==> src/rtl/median_pkg.sv <==
// Shared constants and state type for the median filter row-buffer slice.
// A word carries four 8-bit pixels, always treated as opaque data.
package median_pkg;

  localparam int PIX_W        = 8;
  localparam int PIX_PER_WORD = 4;
  localparam int WORD_W       = PIX_W * PIX_PER_WORD;

  // FILL: rows 0 and 1 are only buffered; STREAM: rows >= 2 emit vertical triples.
  typedef enum logic {
    FILL   = 1'b0,
    STREAM = 1'b1
  } state_t;

endpackage

==> src/rtl/median_line_ram.sv <==
// Two line memories holding rows r-2 and r-1, read combinationally at the
// current column and shifted (line1 -> line0, new word -> line1) on accept.
module median_line_ram
  import median_pkg::*;
#(
  parameter int WORDS_PER_ROW = 4
) (
  input  logic                             clk,
  input  logic [$clog2(WORDS_PER_ROW)-1:0] addr,
  input  logic                             wr_en,
  input  logic [WORD_W-1:0]                wr_data,
  output logic [WORD_W-1:0]                rd0,
  output logic [WORD_W-1:0]                rd1
);

  logic [WORD_W-1:0] line0 [WORDS_PER_ROW];
  logic [WORD_W-1:0] line1 [WORDS_PER_ROW];

  assign rd0 = line0[addr];
  assign rd1 = line1[addr];

  // Contents are deliberately not reset: the FILL rows of every frame overwrite them.
  always_ff @(posedge clk) begin
    if (wr_en) begin
      line0[addr] <= line1[addr];
      line1[addr] <= wr_data;
    end
  end

endmodule

==> src/rtl/median_row_buffer.sv <==
// Raster row buffer that presents the same column of rows r-2, r-1 and r
// as one registered triple for a downstream vertical median stage.
module median_row_buffer
  import median_pkg::*;
#(
  parameter int WORDS_PER_ROW = 4,
  parameter int ROWS          = 4
) (
  input  logic              clk,
  input  logic              rst,
  input  logic [WORD_W-1:0] in_word,
  input  logic              in_valid,
  output logic              in_ready,
  output logic [WORD_W-1:0] word0,
  output logic [WORD_W-1:0] word1,
  output logic [WORD_W-1:0] word2,
  output logic              out_valid,
  input  logic              out_ready,
  output logic              out_last,
  output logic              frame_done
);

  localparam int COL_W = $clog2(WORDS_PER_ROW);
  localparam int ROW_W = $clog2(ROWS);

  localparam logic [COL_W-1:0] LAST_COL      = COL_W'(WORDS_PER_ROW - 1);
  localparam logic [ROW_W-1:0] LAST_ROW      = ROW_W'(ROWS - 1);
  localparam logic [ROW_W-1:0] LAST_FILL_ROW = ROW_W'(1);

  state_t            state;
  state_t            state_next;
  logic [COL_W-1:0]  col;
  logic [ROW_W-1:0]  row;
  logic              accept;
  logic              at_last_col;
  logic              end_of_fill;
  logic              end_of_frame;
  logic              load_triple;
  logic [WORD_W-1:0] line0_rd;
  logic [WORD_W-1:0] line1_rd;

  // Single output register with no skid: new input only when the slot is free.
  assign in_ready     = !out_valid || out_ready;
  assign accept       = in_valid && in_ready;
  assign at_last_col  = (col == LAST_COL);
  assign end_of_fill  = at_last_col && (row == LAST_FILL_ROW);
  assign end_of_frame = at_last_col && (row == LAST_ROW);

  median_line_ram #(
    .WORDS_PER_ROW(WORDS_PER_ROW)
  ) u_line_ram (
    .clk    (clk),
    .addr   (col),
    .wr_en  (accept),
    .wr_data(in_word),
    .rd0    (line0_rd),
    .rd1    (line1_rd)
  );

  always_ff @(posedge clk) begin
    if (rst) begin
      state <= FILL;
    end else begin
      state <= state_next;
    end
  end

  always_comb begin
    state_next  = state;
    load_triple = 1'b0;
    case (state)
      FILL: begin
        if (accept && end_of_fill) begin
          state_next = STREAM;
        end
      end
      STREAM: begin
        load_triple = accept;
        if (accept && end_of_frame) begin
          state_next = FILL;
        end
      end
      default: begin
        state_next = FILL;
      end
    endcase
  end

  always_ff @(posedge clk) begin
    if (rst) begin
      col <= '0;
      row <= '0;
    end else if (accept) begin
      if (at_last_col) begin
        col <= '0;
        row <= (row == LAST_ROW) ? '0 : row + ROW_W'(1);
      end else begin
        col <= col + COL_W'(1);
      end
    end
  end

  // Line reads are taken before this cycle's shift, so they hold rows r-2 and r-1.
  always_ff @(posedge clk) begin
    if (rst) begin
      word0     <= '0;
      word1     <= '0;
      word2     <= '0;
      out_valid <= 1'b0;
      out_last  <= 1'b0;
    end else if (load_triple) begin
      word0     <= line0_rd;
      word1     <= line1_rd;
      word2     <= in_word;
      out_valid <= 1'b1;
      out_last  <= end_of_frame;
    end else if (out_ready) begin
      out_valid <= 1'b0;
      out_last  <= 1'b0;
    end
  end

  always_ff @(posedge clk) begin
    if (rst) begin
      frame_done <= 1'b0;
    end else begin
      frame_done <= accept && end_of_frame;
    end
  end

endmodule

==> config.mk <==
export PLATFORM = sky130hd
export DESIGN_NAME = median_row_buffer
export DESIGN_NICKNAME = d
export VERILOG_FILES = /design/src/rtl/median_pkg.sv /design/src/rtl/median_line_ram.sv /design/src/rtl/median_row_buffer.sv
export SDC_FILE = /design/constraint.sdc
export NUM_CORES = 1
export LEC_CHECK = 0
export CAP_MARGIN = 40
export CORE_MARGIN = 10
export CORE_UTILIZATION = 30
export DETAILED_ROUTE_END_ITERATION = 7
export GPL_TIMING_DRIVEN = 0
export PLACE_DENSITY_LB_ADDON = 0.08
export SLEW_MARGIN = 20
export SYNTH_ARGS = -nofsm -noshare
export SYNTH_HDL_FRONTEND = slang
export SYNTH_SLANG_ARGS = --single-unit
==> constraint.sdc <==
create_clock -name clk -period 12.9 [get_ports clk]
set_input_delay 2.58 -clock clk [delete_from_list [all_inputs] [get_ports clk]]
set_output_delay 2.58 -clock clk [all_outputs]
set_load 0.02 [all_outputs]
Yosys cells after proc, flatten, opt, wreduce, memory -nomap -nowiden
Memory sizes are Yosys's and may differ from the RTL's. A register that Yosys moved wholly into a read port is not among the register bits.
Cells that the tools add are included.
{"block": "totals", "ramBits": 256, "output_inout_bits": 100, "rom_bits": 0, "latchBits": 0, "regBits": 72, "input_bits": 36, "wordCells": 38, "memories": 2}
{"name": "u_line_ram.line0", "words": 4, "width": 32, "read_ports": 1, "rd_ports_with_merged_regs": 1, "wr": 1, "line_no": "median_line_ram.sv:16", "text": "logic [WORD_W-1:0] line0 [WORDS_PER_ROW];"}
{"name": "u_line_ram.line1", "words": 4, "width": 32, "read_ports": 1, "rd_ports_with_merged_regs": 1, "wr": 1, "line_no": "median_line_ram.sv:17", "text": "logic [WORD_W-1:0] line1 [WORDS_PER_ROW];"}
{"block": "op_classes", "bitwise": 1, "muxes": 13, "n_div": 0, "n_eq_ne": 3, "n_addsub": 2, "n_shift": 0, "order_cmp": 0, "multipliers": 0, "n_reduce_logical": 9}
{"operator": "2-to-1 mux 1 bit", "n": 8}
{"operator": "2-to-1 mux 2 bit", "n": 4}
{"operator": "logical AND 1 bit", "n": 5}
{"operator": "adder 2 x 1 -> 2 bit, second input constant", "n": 2}
{"operator": "equality test 2 bit, second input constant", "n": 2}
{"operator": "equality test 2 x 1 -> 1 bit, second input constant", "n": 1}
{"operator": "case mux 1 bit (2 select lines)", "n": 1}
{"operator": "AND reduction 2 bit", "n": 1}
{"operator": "nonzero test 2 bit", "n": 1}
{"operator": "logical NOT 1 bit", "n": 1}
{"operator": "logical OR 1 bit", "n": 1}
{"operator": "NOT 1 bit", "n": 1}

Depth between registers and ports, before layout
{"block": "logic_depth", "word_depth": 6, "depth_mapped": 6, "depth_no_buf": 4}

Hierarchy
Synthesis repeated with hierarchy kept, for this count alone.
{"block": "unflattened", "hier_cells": 840, "area_unflattened_um2": 13764.5}
{"module": "median_line_ram", "cells_each": 340, "area_per_inst_um2": 9293.9, "seq_area_each_um2": 7687.4, "n_inst": 1}
{"module": "median_row_buffer", "cells_each": 500, "area_per_inst_um2": 4470.5, "seq_area_each_um2": 2082.0, "n_inst": 1}

Least setup slack after synthesis
No wires, ideal clock.
{"block": "synth_path", "path_kind": "input to register", "start": "input in_valid", "end": "register row[1]", "path_buffers": 2, "required_ns": 12.554, "t_arrival_ns": 7.713, "stages": 5, "setup_ns": 0.346, "path_slack_ns": 4.841, "path_cell_list": "buf_2 > inv_1 > buf_2 > nor3_1 > a211oi_1"}
{"block": "synth_via", "elab_chain_len": 2}
{"item": "start, declared", "line_no": "median_row_buffer.sv:12", "text": "input logic in_valid,"}
{"item": "logical AND 1 bit", "line_no": "median_row_buffer.sv:44", "text": "assign accept = in_valid && in_ready;"}
{"item": "AND reduction 2 bit (no source line)"}
{"item": "end signal, assigned", "line_no": "median_row_buffer.sv:96", "text": "row <= (row == LAST_ROW) ? '0 : row + ROW_W'(1);"}
{"item": "end, declared", "line_no": "median_row_buffer.sv:33", "text": "logic [ROW_W-1:0] row;"}
No other way between the ends.
A chain may end at the register's enable or synchronous reset.

Worst setup path in the final report
{"block": "layout_path", "start": "input out_ready", "end": "output in_ready"}
{"block": "layout_via", "elab_chain_len": 1}
{"item": "start, declared", "line_no": "median_row_buffer.sv:18", "text": "input logic out_ready,"}
{"item": "logical OR 1 bit", "line_no": "median_row_buffer.sv:43", "text": "assign in_ready = !out_valid || out_ready;"}
{"item": "end, declared", "line_no": "median_row_buffer.sv:13", "text": "output logic in_ready,"}
No other way between the ends.

==> flow_summary.ini <==
[detailed_routing]
dr.pass1.iters = 5
wirelength_mm = 43.1
routed_via_density = 5.14
drt-wirelength-per-cell_um = 25.8
drtIter0Drc = 618
antenna_left = 0
drc_errors = 0
vias = 8598

[pwr]
power_density_mw_per_mm2 = 147
sw_frac_of_total_pct = 22.5
p_comb_share_pct = 6.6
p_sw_mw = 0.571
pwr-share-seq_pct = 51.1
vdd_drop_max_uv = 78.8
clock_power_share_pct = 42.3
total_leakage_power_nw = 5.32
p_int_mw = 1.97
total_power_mw = 2.54

[floorplan]
start_util_pct = 30.4
io_pins = 136
core_mm2 = 0.0455
die_x_um = 235
die_area_mm2 = 0.0551
rows = 78
fp.dieH_um = 235

[clock_network]
cts-root-buf = clkbuf_16
clock_latency_ns = 0.55
h-tree-depth = 2
cts_buffers = 41
cts_resized = 0
cts-hold-fix-buffers = 0
tritoncts = built
postCtsSetupBuffers = 0
cts_max_path_buffers = 3
clk_pin_slew_ns = 0.06
cts_sinks = 362

[critical_path]
crit_type = primary input to output pin
required_ns = 10.32
critPathTopFamily = buffers and inverters
cpPeakStageDelay_ns = 0.66
worstPathArrival_ns = 4.42
critical-path-slowest-cell = clkdlybuf4s50_1
critPathCaptureType = output pin
start_kind = primary input
cp_max_fo = 10
crit_chain = clkdlybuf4s50_1, nor2b_1, inv_2, buf_2, clkdlybuf4s50_1
path_buf_inv = 4
crit_top_cell = clkdlybuf4s50_1

[logic_synthesis]
yosysTopAreaCellShare_pct = 55.6
syn_area_mm2 = 0.0138
yosysUniqueCellTypes = 27
syn_avg_cell_area_um2 = 16.3
yosys-top-cells-area = edfxtp_1, dfxtp_1, mux4_2
yosysWarningCount = 0
synth_nets = 893
synthFlopType = edfxtp_1
ys_ff_latch = 362
async_flop_share_pct = 0
synth_edf_count = 256
synth-seq-area-share_pct = 70.9
yosysTopAreaCell = edfxtp_1
yosysMostFrequentCell = edfxtp_1
syn_inst = 851
netlist_top_cells_count = edfxtp_1, dfxtp_1, a21oi_1

[sta]
min_period_ns = 7.00
finalSetupViolCount = 0
tightest_slew_ns = 0.797
slew_headroom_pct = 46.9
timing.setup.tns_ns = 0
slew_viol_final = 0
finClkSkew_ns = 0.0225
fmax_mhz = 143
hold_viol_final = 0
hold_ws_ns = 0.470
rsz0062_at_grt = no
worst_slack_ns = 5.90
final.period_utilization_pct = 54.3

[global_route]
grt_usage_pct = 15.2
grt_max_degree = 39
antenna_found_initial = 0
grt_overflow = 0
grt_pass1_vias = 8981
grt_pass1_wl_mm = 62.8

[run_status]
status = completed

[place]
io_buffers = 133
hpwl_mm = 29.4
dp_worst_setup_slack_ns = 5.90
gp_congestion = 0.753

[cells_and_area]
multi_input_area_mm2 = 0.00352
drive_gt1_share_pct = 17.7
final_core_utilization_pct = 38.1
syn_to_final_growth_pct = 25.1
n_fill_cell = 4321
nets = 1083
area.sequential_mm2 = 0.00981

[worst_hold_path]
hp-class = flip-flop to flip-flop

[flow_run]
cap_violations = 0
final timing paths:
check | start | to | slack, ns | cells after the start
max | out_ready | in_ready | 5.90 | 5
min | word2[26]$_SDFFE_PP0P_ | word2[26]$_SDFFE_PP0P_ | 0.47 | 2
min reg2reg | word2[26]$_SDFFE_PP0P_ | word2[26]$_SDFFE_PP0P_ | 0.47 | 2
max reg2reg | out_valid$_SDFFE_PP0P_ | u_line_ram.line1[2][6]$_DFFE_PP_ | 10.51 | 5
cell usage in the layout (no fill, tap or decap), types with 7 or more instances in the layout:
cell type	n
mux4_2	62
a21oi_1	103
o31ai_1	97
nand4_1	100
inv_1	7
clkbuf_1	50
buf_2	44
clkbuf_16	41
dfxtp_1	106
clkdlybuf4s50_1	133
edfxtp_1	256
buf_4	10
clkinv_2	9
layout make-up:
type | instances | share of cell area, %
antenna | 1 | 0.0145
clock buffer | 57 | 6.39
buffer | 93 | 2.83
sequential | 362 | 56.7
clock inverter | 16 | 0.629
tap | 600 | 4.34
multi-input combinational | 387 | 20.3
inverter | 9 | 0.195
timing repair buffer | 147 | 8.58
per-stage QoR:
| step | cell area (µm²) | instances |
|---|---|---|
| CTS | 17300 | 1671 |
| finish | 17300 | 1672 |
| global route | 17300 | 1671 |
| detailed placement | 16100 | 1598 |
| global placement | 15900 | 1584 |
| floorplan | 13800 | 851 |
layer usage:
metal	track usage (%)	part of all wire (%)	vias up	wire, µm
li1	-	-	3883	-
met1	20.5	46	4385	19700
met2	24.1	46	274	20000
met3	3.09	5.7	56	2460
met4	4.81	2.1	0	923
met5	0	0	-	0
state kept, by name, indices dropped and copies added, names as in the netlist, named ones only:
register	flops
col	2
frame_done	1
out_last	1
out_valid	1
row	2
state	1
u_line_ram.line0	128
u_line_ram.line1	128
word0	32
word1	32
word2	32
power by group through the flow:
stage / clock network (mW) / registers, mW / logic, mW
global route: 1.15 / 1.30 / 0.180
detailed placement: 0 / 1.32 / 0.172
CTS: 1.10 / 1.30 / 0.172
floorplan: 0 / 1.32 / 0.0929
global placement: 0 / 1.33 / 0.166
finish: 1.08 / 1.30 / 0.168
worst reg2reg max path: cells and delay by family (launching register included):
family                 cells  cell delay, ns
buffers and inverters      3            0.80
and+or+nand+nor            2            0.87
DFF                        1            0.37
cell families (layout without fill, tap and decap cells):
| logic type | count (synthesis) | count (layout) | share of synthesized area [%] |
|---|---|---|---|
| adders and majority gates | 6 | 6 | 0.543 |
| muxes | 64 | 64 | 10.5 |
| DFF | 362 | 362 | 70.9 |
| other | 0 | 1 | 0 |
| buffers and inverters | 102 | 322 | 3.79 |
| AOI/OAI and AO/OA | 206 | 206 | 9.30 |
| and+or+nand+nor | 111 | 111 | 4.98 |
Power figures use the tool's default switching activity.
